==> config.mk <==
export PLATFORM = sky130hd
export DESIGN_NAME = win_sched
export DESIGN_NICKNAME = d
export VERILOG_FILES = /design/src/rtl/hog_pkg.sv /design/src/rtl/win_pos_cnt.sv /design/src/rtl/win_sched.sv
export SDC_FILE = /design/constraint.sdc
export NUM_CORES = 1
export LEC_CHECK = 0
export CAP_MARGIN = 40
export CORE_MARGIN = 4
export CORE_UTILIZATION = 30
export DETAILED_ROUTE_END_ITERATION = 10
export GPL_TIMING_DRIVEN = 0
export PLACE_DENSITY_LB_ADDON = 0.25
export SLEW_MARGIN = 20
export SYNTH_ARGS = -nofsm -noshare
export SYNTH_HDL_FRONTEND = slang
export SYNTH_HIERARCHICAL = 1
export SYNTH_SLANG_ARGS = --single-unit
export TNS_END_PERCENT = 30
==> constraint.sdc <==
create_clock -name clk -period 10.9 [get_ports clk]
set_input_delay 2.18 -clock clk [delete_from_list [all_inputs] [get_ports clk]]
set_output_delay 2.18 -clock clk [all_outputs]
set_load 0.01 [all_outputs]
==> src/rtl/hog_pkg.sv <==
// Shared HOG pipeline definitions: scheduler state encoding
// and the kernel/coordinate width helpers used by lin_buff users.
package hog_pkg;

   typedef enum logic [1:0] {
      S_IDLE  = 2'd0,
      S_RUN   = 2'd1,
      S_FLUSH = 2'd2,
      S_DONE  = 2'd3
   } state_t;

   // Flattened kernel width in bits.
   function automatic int kw_f(input int bufw,
                               input int bw,
                               input int bh);
      return bw * bh * bufw;
   endfunction

   // Counter width for a range of n values (at least 1 bit).
   function automatic int cw_f(input int n);
      return (n > 1) ? $clog2(n) : 1;
   endfunction

endpackage

==> src/rtl/win_pos_cnt.sv <==
// Window position tracker: raster (wx,wy) plus stride phase counters.
// Ports: clk, rst (async high), clr_i (frame restart), adv_i (one
// non-border kernel consumed); wx_o/wy_o current position, fwd_o
// position lies on the stride grid, end_o final position of frame,
// last_o position is the final strided window.
module win_pos_cnt
   import hog_pkg::*;
#(
   parameter int IMG_WIDTH    = 40,
   parameter int IMG_HEIGHT   = 32,
   parameter int BLOCK_WIDTH  = 4,
   parameter int BLOCK_HEIGHT = 8,
   parameter int STRIDE_X     = 2,
   parameter int STRIDE_Y     = 4,
   parameter int XW           = cw_f(IMG_WIDTH),
   parameter int YW           = cw_f(IMG_HEIGHT)
) (
   input  logic          clk,
   input  logic          rst,
   input  logic          clr_i,
   input  logic          adv_i,
   output logic [XW-1:0] wx_o,
   output logic [YW-1:0] wy_o,
   output logic          fwd_o,
   output logic          end_o,
   output logic          last_o
);

   localparam int PXW = cw_f(STRIDE_X);
   localparam int PYW = cw_f(STRIDE_Y);

   localparam logic [XW-1:0] WMAX =
      XW'(IMG_WIDTH - BLOCK_WIDTH);
   localparam logic [YW-1:0] HMAX =
      YW'(IMG_HEIGHT - BLOCK_HEIGHT);
   // Largest coordinates that still sit on the stride grid.
   localparam logic [XW-1:0] MSX =
      XW'(((IMG_WIDTH - BLOCK_WIDTH) / STRIDE_X) * STRIDE_X);
   localparam logic [YW-1:0] MSY =
      YW'(((IMG_HEIGHT - BLOCK_HEIGHT) / STRIDE_Y) * STRIDE_Y);
   localparam logic [PXW-1:0] PXMAX = PXW'(STRIDE_X - 1);
   localparam logic [PYW-1:0] PYMAX = PYW'(STRIDE_Y - 1);

   logic [XW-1:0]  wx_q, wx_d;
   logic [YW-1:0]  wy_q, wy_d;
   logic [PXW-1:0] px_q, px_d;
   logic [PYW-1:0] py_q, py_d;

   // Phase counters replace a modulo: they restart with each wrap,
   // so phase==0 exactly when the coordinate is a stride multiple.
   always_comb begin
      wx_d = wx_q;
      wy_d = wy_q;
      px_d = px_q;
      py_d = py_q;
      if (clr_i) begin
         wx_d = '0;
         wy_d = '0;
         px_d = '0;
         py_d = '0;
      end else if (adv_i) begin
         if (wx_q == WMAX) begin
            wx_d = '0;
            px_d = '0;
            if (wy_q == HMAX) begin
               wy_d = '0;
               py_d = '0;
            end else begin
               wy_d = wy_q + YW'(1);
               py_d = (py_q == PYMAX) ? '0 : py_q + PYW'(1);
            end
         end else begin
            wx_d = wx_q + XW'(1);
            px_d = (px_q == PXMAX) ? '0 : px_q + PXW'(1);
         end
      end
   end

   always_ff @(posedge clk or posedge rst) begin
      if (rst) begin
         wx_q <= '0;
         wy_q <= '0;
         px_q <= '0;
         py_q <= '0;
      end else begin
         wx_q <= wx_d;
         wy_q <= wy_d;
         px_q <= px_d;
         py_q <= py_d;
      end
   end

   assign wx_o   = wx_q;
   assign wy_o   = wy_q;
   assign fwd_o  = (px_q == '0) && (py_q == '0);
   assign end_o  = (wx_q == WMAX) && (wy_q == HMAX);
   assign last_o = (wx_q == MSX) && (wy_q == MSY);

endmodule

==> src/rtl/win_sched.sv <==
// Window scheduler between lin_buff and the HOG cell datapath: drops
// border and off-stride kernels, tags survivors with (x,y), flags
// first/last of the frame and owns lin_buff's k_ready.
// Ports: clk, rst (async high), start, lb_k_valid/lb_k_border/
// lb_kernel/lb_k_ready (lin_buff side), out_valid/out_ready/
// out_kernel/out_x/out_y/out_first/out_last (downstream), busy,
// frame_done. WIN_SCHED_STATS_EN adds drop_cnt and border_cnt.
module win_sched
   import hog_pkg::*;
#(
   parameter int BUFFER_WIDTH = 8,
   parameter int BLOCK_WIDTH  = 4,
   parameter int BLOCK_HEIGHT = 8,
   parameter int IMG_WIDTH    = 40,
   parameter int IMG_HEIGHT   = 32,
   parameter int STRIDE_X     = 2,
   parameter int STRIDE_Y     = 4,
   parameter int KW = kw_f(BUFFER_WIDTH, BLOCK_WIDTH, BLOCK_HEIGHT),
   parameter int XW = cw_f(IMG_WIDTH),
   parameter int YW = cw_f(IMG_HEIGHT)
) (
   input  logic          clk,
   input  logic          rst,
   input  logic          start,
   input  logic          lb_k_valid,
   input  logic          lb_k_border,
   input  logic [KW-1:0] lb_kernel,
   output logic          lb_k_ready,
   output logic          out_valid,
   input  logic          out_ready,
   output logic [KW-1:0] out_kernel,
   output logic [XW-1:0] out_x,
   output logic [YW-1:0] out_y,
   output logic          out_first,
   output logic          out_last,
   output logic          busy,
   output logic          frame_done
`ifdef WIN_SCHED_STATS_EN
   ,
   output logic [15:0]   drop_cnt,
   output logic [15:0]   border_cnt
`endif
);

   state_t        state_q;
   logic          out_valid_q;
   logic          out_first_q;
   logic          out_last_q;
   logic [KW-1:0] out_kernel_q;
   logic [XW-1:0] out_x_q;
   logic [YW-1:0] out_y_q;
   logic          first_pend_q;
   logic          busy_q;
   logic          frame_done_q;

   logic [XW-1:0] wx;
   logic [YW-1:0] wy;
   logic          pos_fwd;
   logic          pos_end;
   logic          pos_last;
   logic          arm;
   logic          acc;
   logic          adv;
   logic          fwd;

   // The output slot may be refilled in the same cycle it drains.
   assign lb_k_ready = (state_q == S_RUN) &&
                       (!out_valid_q || out_ready);
   assign arm = start &&
                ((state_q == S_IDLE) || (state_q == S_DONE));
   assign acc = lb_k_valid && lb_k_ready;
   assign adv = acc && !lb_k_border;
   assign fwd = adv && pos_fwd;

   win_pos_cnt #(
      .IMG_WIDTH   (IMG_WIDTH),
      .IMG_HEIGHT  (IMG_HEIGHT),
      .BLOCK_WIDTH (BLOCK_WIDTH),
      .BLOCK_HEIGHT(BLOCK_HEIGHT),
      .STRIDE_X    (STRIDE_X),
      .STRIDE_Y    (STRIDE_Y),
      .XW          (XW),
      .YW          (YW)
   ) u_pos (
      .clk   (clk),
      .rst   (rst),
      .clr_i (arm),
      .adv_i (adv),
      .wx_o  (wx),
      .wy_o  (wy),
      .fwd_o (pos_fwd),
      .end_o (pos_end),
      .last_o(pos_last)
   );

   always_ff @(posedge clk or posedge rst) begin
      if (rst) begin
         state_q      <= S_IDLE;
         out_valid_q  <= 1'b0;
         out_first_q  <= 1'b0;
         out_last_q   <= 1'b0;
         out_kernel_q <= '0;
         out_x_q      <= '0;
         out_y_q      <= '0;
         first_pend_q <= 1'b0;
         busy_q       <= 1'b0;
         frame_done_q <= 1'b0;
      end else begin
         frame_done_q <= 1'b0;
         if (fwd) begin
            out_valid_q  <= 1'b1;
            out_kernel_q <= lb_kernel;
            out_x_q      <= wx;
            out_y_q      <= wy;
            out_first_q  <= first_pend_q;
            out_last_q   <= pos_last;
            first_pend_q <= 1'b0;
         end else if (out_ready) begin
            out_valid_q <= 1'b0;
            out_first_q <= 1'b0;
            out_last_q  <= 1'b0;
         end
         unique case (state_q)
            S_IDLE: begin
               if (start) begin
                  state_q      <= S_RUN;
                  busy_q       <= 1'b1;
                  first_pend_q <= 1'b1;
               end
            end
            S_RUN: begin
               if (adv && pos_end) state_q <= S_FLUSH;
            end
            S_FLUSH: begin
               // Slot holds at most the last forwarded kernel here;
               // it may already have left if the end was off-stride.
               if (!out_valid_q || out_ready) begin
                  state_q      <= S_DONE;
                  frame_done_q <= 1'b1;
               end
            end
            S_DONE: begin
               if (start) begin
                  state_q      <= S_RUN;
                  first_pend_q <= 1'b1;
               end else begin
                  state_q <= S_IDLE;
                  busy_q  <= 1'b0;
               end
            end
            default: state_q <= S_IDLE;
         endcase
      end
   end

   assign out_valid  = out_valid_q;
   assign out_kernel = out_kernel_q;
   assign out_x      = out_x_q;
   assign out_y      = out_y_q;
   assign out_first  = out_first_q;
   assign out_last   = out_last_q;
   assign busy       = busy_q;
   assign frame_done = frame_done_q;

`ifdef WIN_SCHED_STATS_EN
   logic [15:0] drop_cnt_q;
   logic [15:0] border_cnt_q;

   always_ff @(posedge clk or posedge rst) begin
      if (rst) begin
         drop_cnt_q   <= '0;
         border_cnt_q <= '0;
      end else if (arm) begin
         drop_cnt_q   <= '0;
         border_cnt_q <= '0;
      end else begin
         if (adv && !pos_fwd && (drop_cnt_q != 16'hFFFF))
            drop_cnt_q <= drop_cnt_q + 16'd1;
         if (acc && lb_k_border && (border_cnt_q != 16'hFFFF))
            border_cnt_q <= border_cnt_q + 16'd1;
      end
   end

   assign drop_cnt   = drop_cnt_q;
   assign border_cnt = border_cnt_q;
`else
   // Statistics counters are not built.
`endif

endmodule
**Yosys cells after proc, flatten, opt, wreduce, memory -nomap -nowiden**

Cells that the tools add are included.
W data, S select, Z words.

- Flip-flop bits (word level): 289
- Input bits: 262
- Output and inout port bits: 273
- Word-level logic and storage cells: 84

- $add $sub $neg: 4
- Eq/ne operators: 10
- Muxes and demuxes: 33
- Bitwise logic cells: 1
- Reductions and logical operators: 22

Operators with widths:

| operator | number |
|---|---|
| $mux W5 | 4 |
| $mux W6 | 3 |
| $mux W1 | 16 |
| $mux W2 | 8 |
| $logic_and A1 B1 Y1 | 8 |
| $pmux W2 S4 | 1 |
| $reduce_bool A2 Y1 | 4 |
| $add A6 B1 Y6 const B | 1 |
| $eq A2 B2 Y1 const B | 3 |
| $eq A6 B6 Y1 const B | 1 |
| $ne A2 B2 Y1 const B | 3 |
| $reduce_and A3 Y1 | 2 |
| $add A5 B1 Y5 const B | 1 |
| $eq A5 B5 Y1 const B | 1 |
| $logic_not A2 Y1 | 2 |
| $add A2 B1 Y2 const B | 1 |
| $eq A2 B1 Y1 const B | 1 |
| $logic_not A1 Y1 | 2 |
| $logic_or A1 B1 Y1 | 2 |
| $ne A2 B1 Y1 const B | 1 |
| $pmux W1 S2 | 1 |
| $reduce_and A2 Y1 | 1 |
| $reduce_or A2 Y1 | 1 |
| $add A1 B1 Y1 const B | 1 |
| $not A1 Y1 | 1 |

**Depth between registers and ports, before layout**

- Word-level depth: 9
- Gate-level depth with buffers: 10
- Depth with buffers taken out: 9

**Hierarchy**

The synthesis kept the hierarchy.

Modules (own cells, without submodules):

| module | instances | cells an instance | area an instance (µm²) | seq. area each (µm²) |
|---|---|---|---|---|
| win_sched | 1 | 610 | 11458.5 | 6881.6 |
| win_pos_cnt | 1 | 93 | 852.1 | 350.3 |

**Worst setup path before layout**

No wires, ideal clock.

- Path kind: input to output
- Start: input port out_ready
- End: output port lb_k_ready
- Data arrival time: 2.552 ns
- Required time: 8.720 ns
- Slack: 6.168 ns
- Stages: 2
- Path through: nand2b_2 -> and2_1

- Longest elaborated chain between the ends: 2

Ends and longest elaborated chain:

| what | line | text |
|---|---|---|
| from (decl) | win_sched.sv:30 | `input logic out_ready,` |
| $logic_or A1 B1 Y1 | win_sched.sv:68 | `(!out_valid_q \|\| out_ready);` |
| $logic_and A1 B1 Y1 | win_sched.sv:67 | `assign lb_k_ready = (state_q == S_RUN) &&` |
| to (decl) | win_sched.sv:28 | `output logic lb_k_ready,` |

Every way passes these cells.

**Worst setup path after layout**

Ends and elaborated chain as after synthesis.

==> qor.csv <==
metric,value,unit
outcome,finished clean,
Clock Sink Count,289,
vias in the first global route,8672,
DP Area,0.0184,mm^2
deepest clock path buffer count,3,
FF+latch area,0.00723,mm^2
clock slew at reported path FFs,60,ps
reg2reg setup slack,8520,ps
FP Rows,73,
Fillers,3577,
syn avg cell area,17.5,um^2
FMAX,173,MHz
first-pass GRT wire length,56100,um
Yosys reg bits,289,
die area,0.0443,mm^2
Vias per Instance,4.39,
gr ovfl total,0,
TNS Setup,0,ps
unrepaired setup endpoints after global routing,false,
Fin. Hold Viols,0,
post_cts resized,0,
Synth top cells by count,"dfrtp_1, mux2_4, buf_6",
Synth area leader,dfrtp_1,
count of flip-flops with a built-in enable after synthesis,0,
sequential-to-total area share from yosys stat,58.7,%
worst path cell trace,clkdlybuf4s50_1 -> nand2b_2 -> and2_1 -> clkdlybuf4s50_1,
Clock Latency Late Sink,520,ps
Tcrit/Tclk final,53.1,%
crit-path max cell delay,570,ps
Worst VDD drop,0.123,mV
Routed met2 length,18500,um
routability cong.,0.773,
CP endpoint,lb_k_ready,
Die H,211,um
Max-Cap Viols,0,
initial antenna violation count,5,
Layout Utilization,48.5,%
RR Startpoint,u_pos/wx_o[0],
Yosys cell types,43,
CTS buffer count,36,
CP arrival,3610,ps
Detailed Route WL,37900,um
post-synth top area share,58.7,%
Iter 0 DRT Violations,308,
area grow syn2layout,58.4,%
multi-input logic area,0.00465,mm^2
"Slew Viols, Final",0,
final worst path period need,5790,ps
syn nets,976,
crit path from,out_ready,
Setup Skew,8.40,ps
Mapped Cells,703,
postcts setup bufs,0,
"Async S/R FF share, synth",100,%
WL/cell,20.7,um
CTS Hold Buffers Added,0,
ranking of synthesized cells by area,"dfrtp_1, mux2_4, buf_6",
DRC Markers,0,
design area,0.0195,mm^2
Pre-Repair DR Iteration Count,4,
Highest Signal Layer,met5,
"Top FF cell, synth",dfrtp_1,
RR Endpoint,state_q[1],
critical path class,input port to primary output,
Slew @ Worst Pin,556,ps
# IOs,535,
Pleak,0.00912,uW
CTS H-tree depth,2,
Yosys warnings,6,
Rel. slew slack,62.8,%
antenna-violating nets left,0,
input/output buffers,534,
Die X-Extent,211,um
worst-case reg-to-reg path depth,10,
startpoint types,input port,
required time worst endpoint,8720,ps
Power per Cell Area,285,mW/mm^2
HP Start,first_pend_q,
leading cell type by number of instances after synthesis,dfrtp_1,
root buffer cell,clkbuf_16,
largest net degree at the start of global routing,99,
Layout Nets,1551,
CP Max Fanout,5,
Crit-path slowest cell,clkdlybuf4s50_1,
layout cells sized above 1,27.6,%
Mapped Area,0.0123,mm^2
detailed route wirelength on metal3,3270,um
routed via count,8019,
Hold Crit Class,flop to flop,
M1 WL,14700,um
CORE AREA,0.0402,mm^2
GRT Overall Usage,16.4,%
CTS tree,built,
Final setup viols,0,
Starting Density,30.6,%
Worst setup EP type,primary output,
cell mode on critical path,clkdlybuf4s50_1,
Fin Hold WS,485,ps
DP HPWL,28700,um
state kept, by name, indices dropped and copies added, names as in the netlist, 2 cells and up:
signal / flops
out_y: 5
out_kernel: 256
state_q: 2
u_pos/wx_o: 6
u_pos/wy_o: 5
u_pos/py_q: 2
out_x: 6
power breakdown:
group | internal [uW] | switching (uW) | leakage (uW)
Sequential | 1580 | 283 | 0.00350
Clock | 666 | 453 | 0.000543
Combinational | 1680 | 884 | 0.00507
layout make-up:
class / instances / share of cell area, %
multi-input combinational: 363 / 23.9
antenna: 1 / 0.0128
tap: 525 / 3.37
inverter: 15 / 0.327
buffer: 36 / 1.89
clock inverter: 8 / 0.237
timing repair buffer: 537 / 27.8
clock buffer: 51 / 5.38
sequential: 289 / 37.1
cell usage in the layout, fill, tap and decap left out, types with 11 or more instances in the layout:
cell             netlist  layout
clkdlybuf4s50_1        0     534
dfrtp_1              289     289
mux2_4               260     260
clkbuf_16              0      37
buf_6                 30      30
inv_1                 15      14
a21oi_1               11      11
o21ai_0               11      11
ha_1                  11      11
worst max-delay path, delay by kind of cell:
| kind | cells | cell delay [ps] |
|---|---|---|
| buffers and inverters | 2 | 1100 |
| AND/OR/NAND/NOR | 2 | 320 |
routing by layer:
| layer | track usage, % | vias to the layer above |
|---|---|---|
| met2 | 27.4 | 304 |
| met1 | 19.5 | 4001 |
| li1 | - | 3628 |
| met4 | 6.46 | 8 |
| met3 | 5.70 | 78 |
| met5 | 0 | - |
worst min path at each step:
stage | end | cells after the start
4_1_cts | first_pend_q | 1
5_1_grt | first_pend_q | 1
6_report | first_pend_q | 1
3_5_place_dp | first_pend_q | 1
3_3_place_gp | first_pend_q | 1
2_1_floorplan | first_pend_q | 1
kinds of logic (layout without fill, tap and decap cells):
logic type	Yosys count	count (layout)	share of synthesized area, %
AOI/OAI and AO/OA	39	39	1.97
and+or+nand+nor	44	44	2.23
muxes	267	267	32.4
buffers and inverters	51	647	3.45
adders and majority gates	11	11	1.12
other	0	1	0
DFF	289	289	58.7
xor gates and xnor gates	2	2	0.142
per-stage QoR:
stage | total power (uW) | worst slack, ps | std cells
2_1_floorplan | 3090 | 1140 | 703
6_report | 5550 | 5110 | 1825
4_1_cts | 5640 | 5120 | 1824
5_1_grt | 5830 | 5010 | 1825
3_3_place_gp | 4440 | -3090 | 1762
3_5_place_dp | 4470 | 5130 | 1765
No activity file was read; power rests on OpenSTA's default activity.
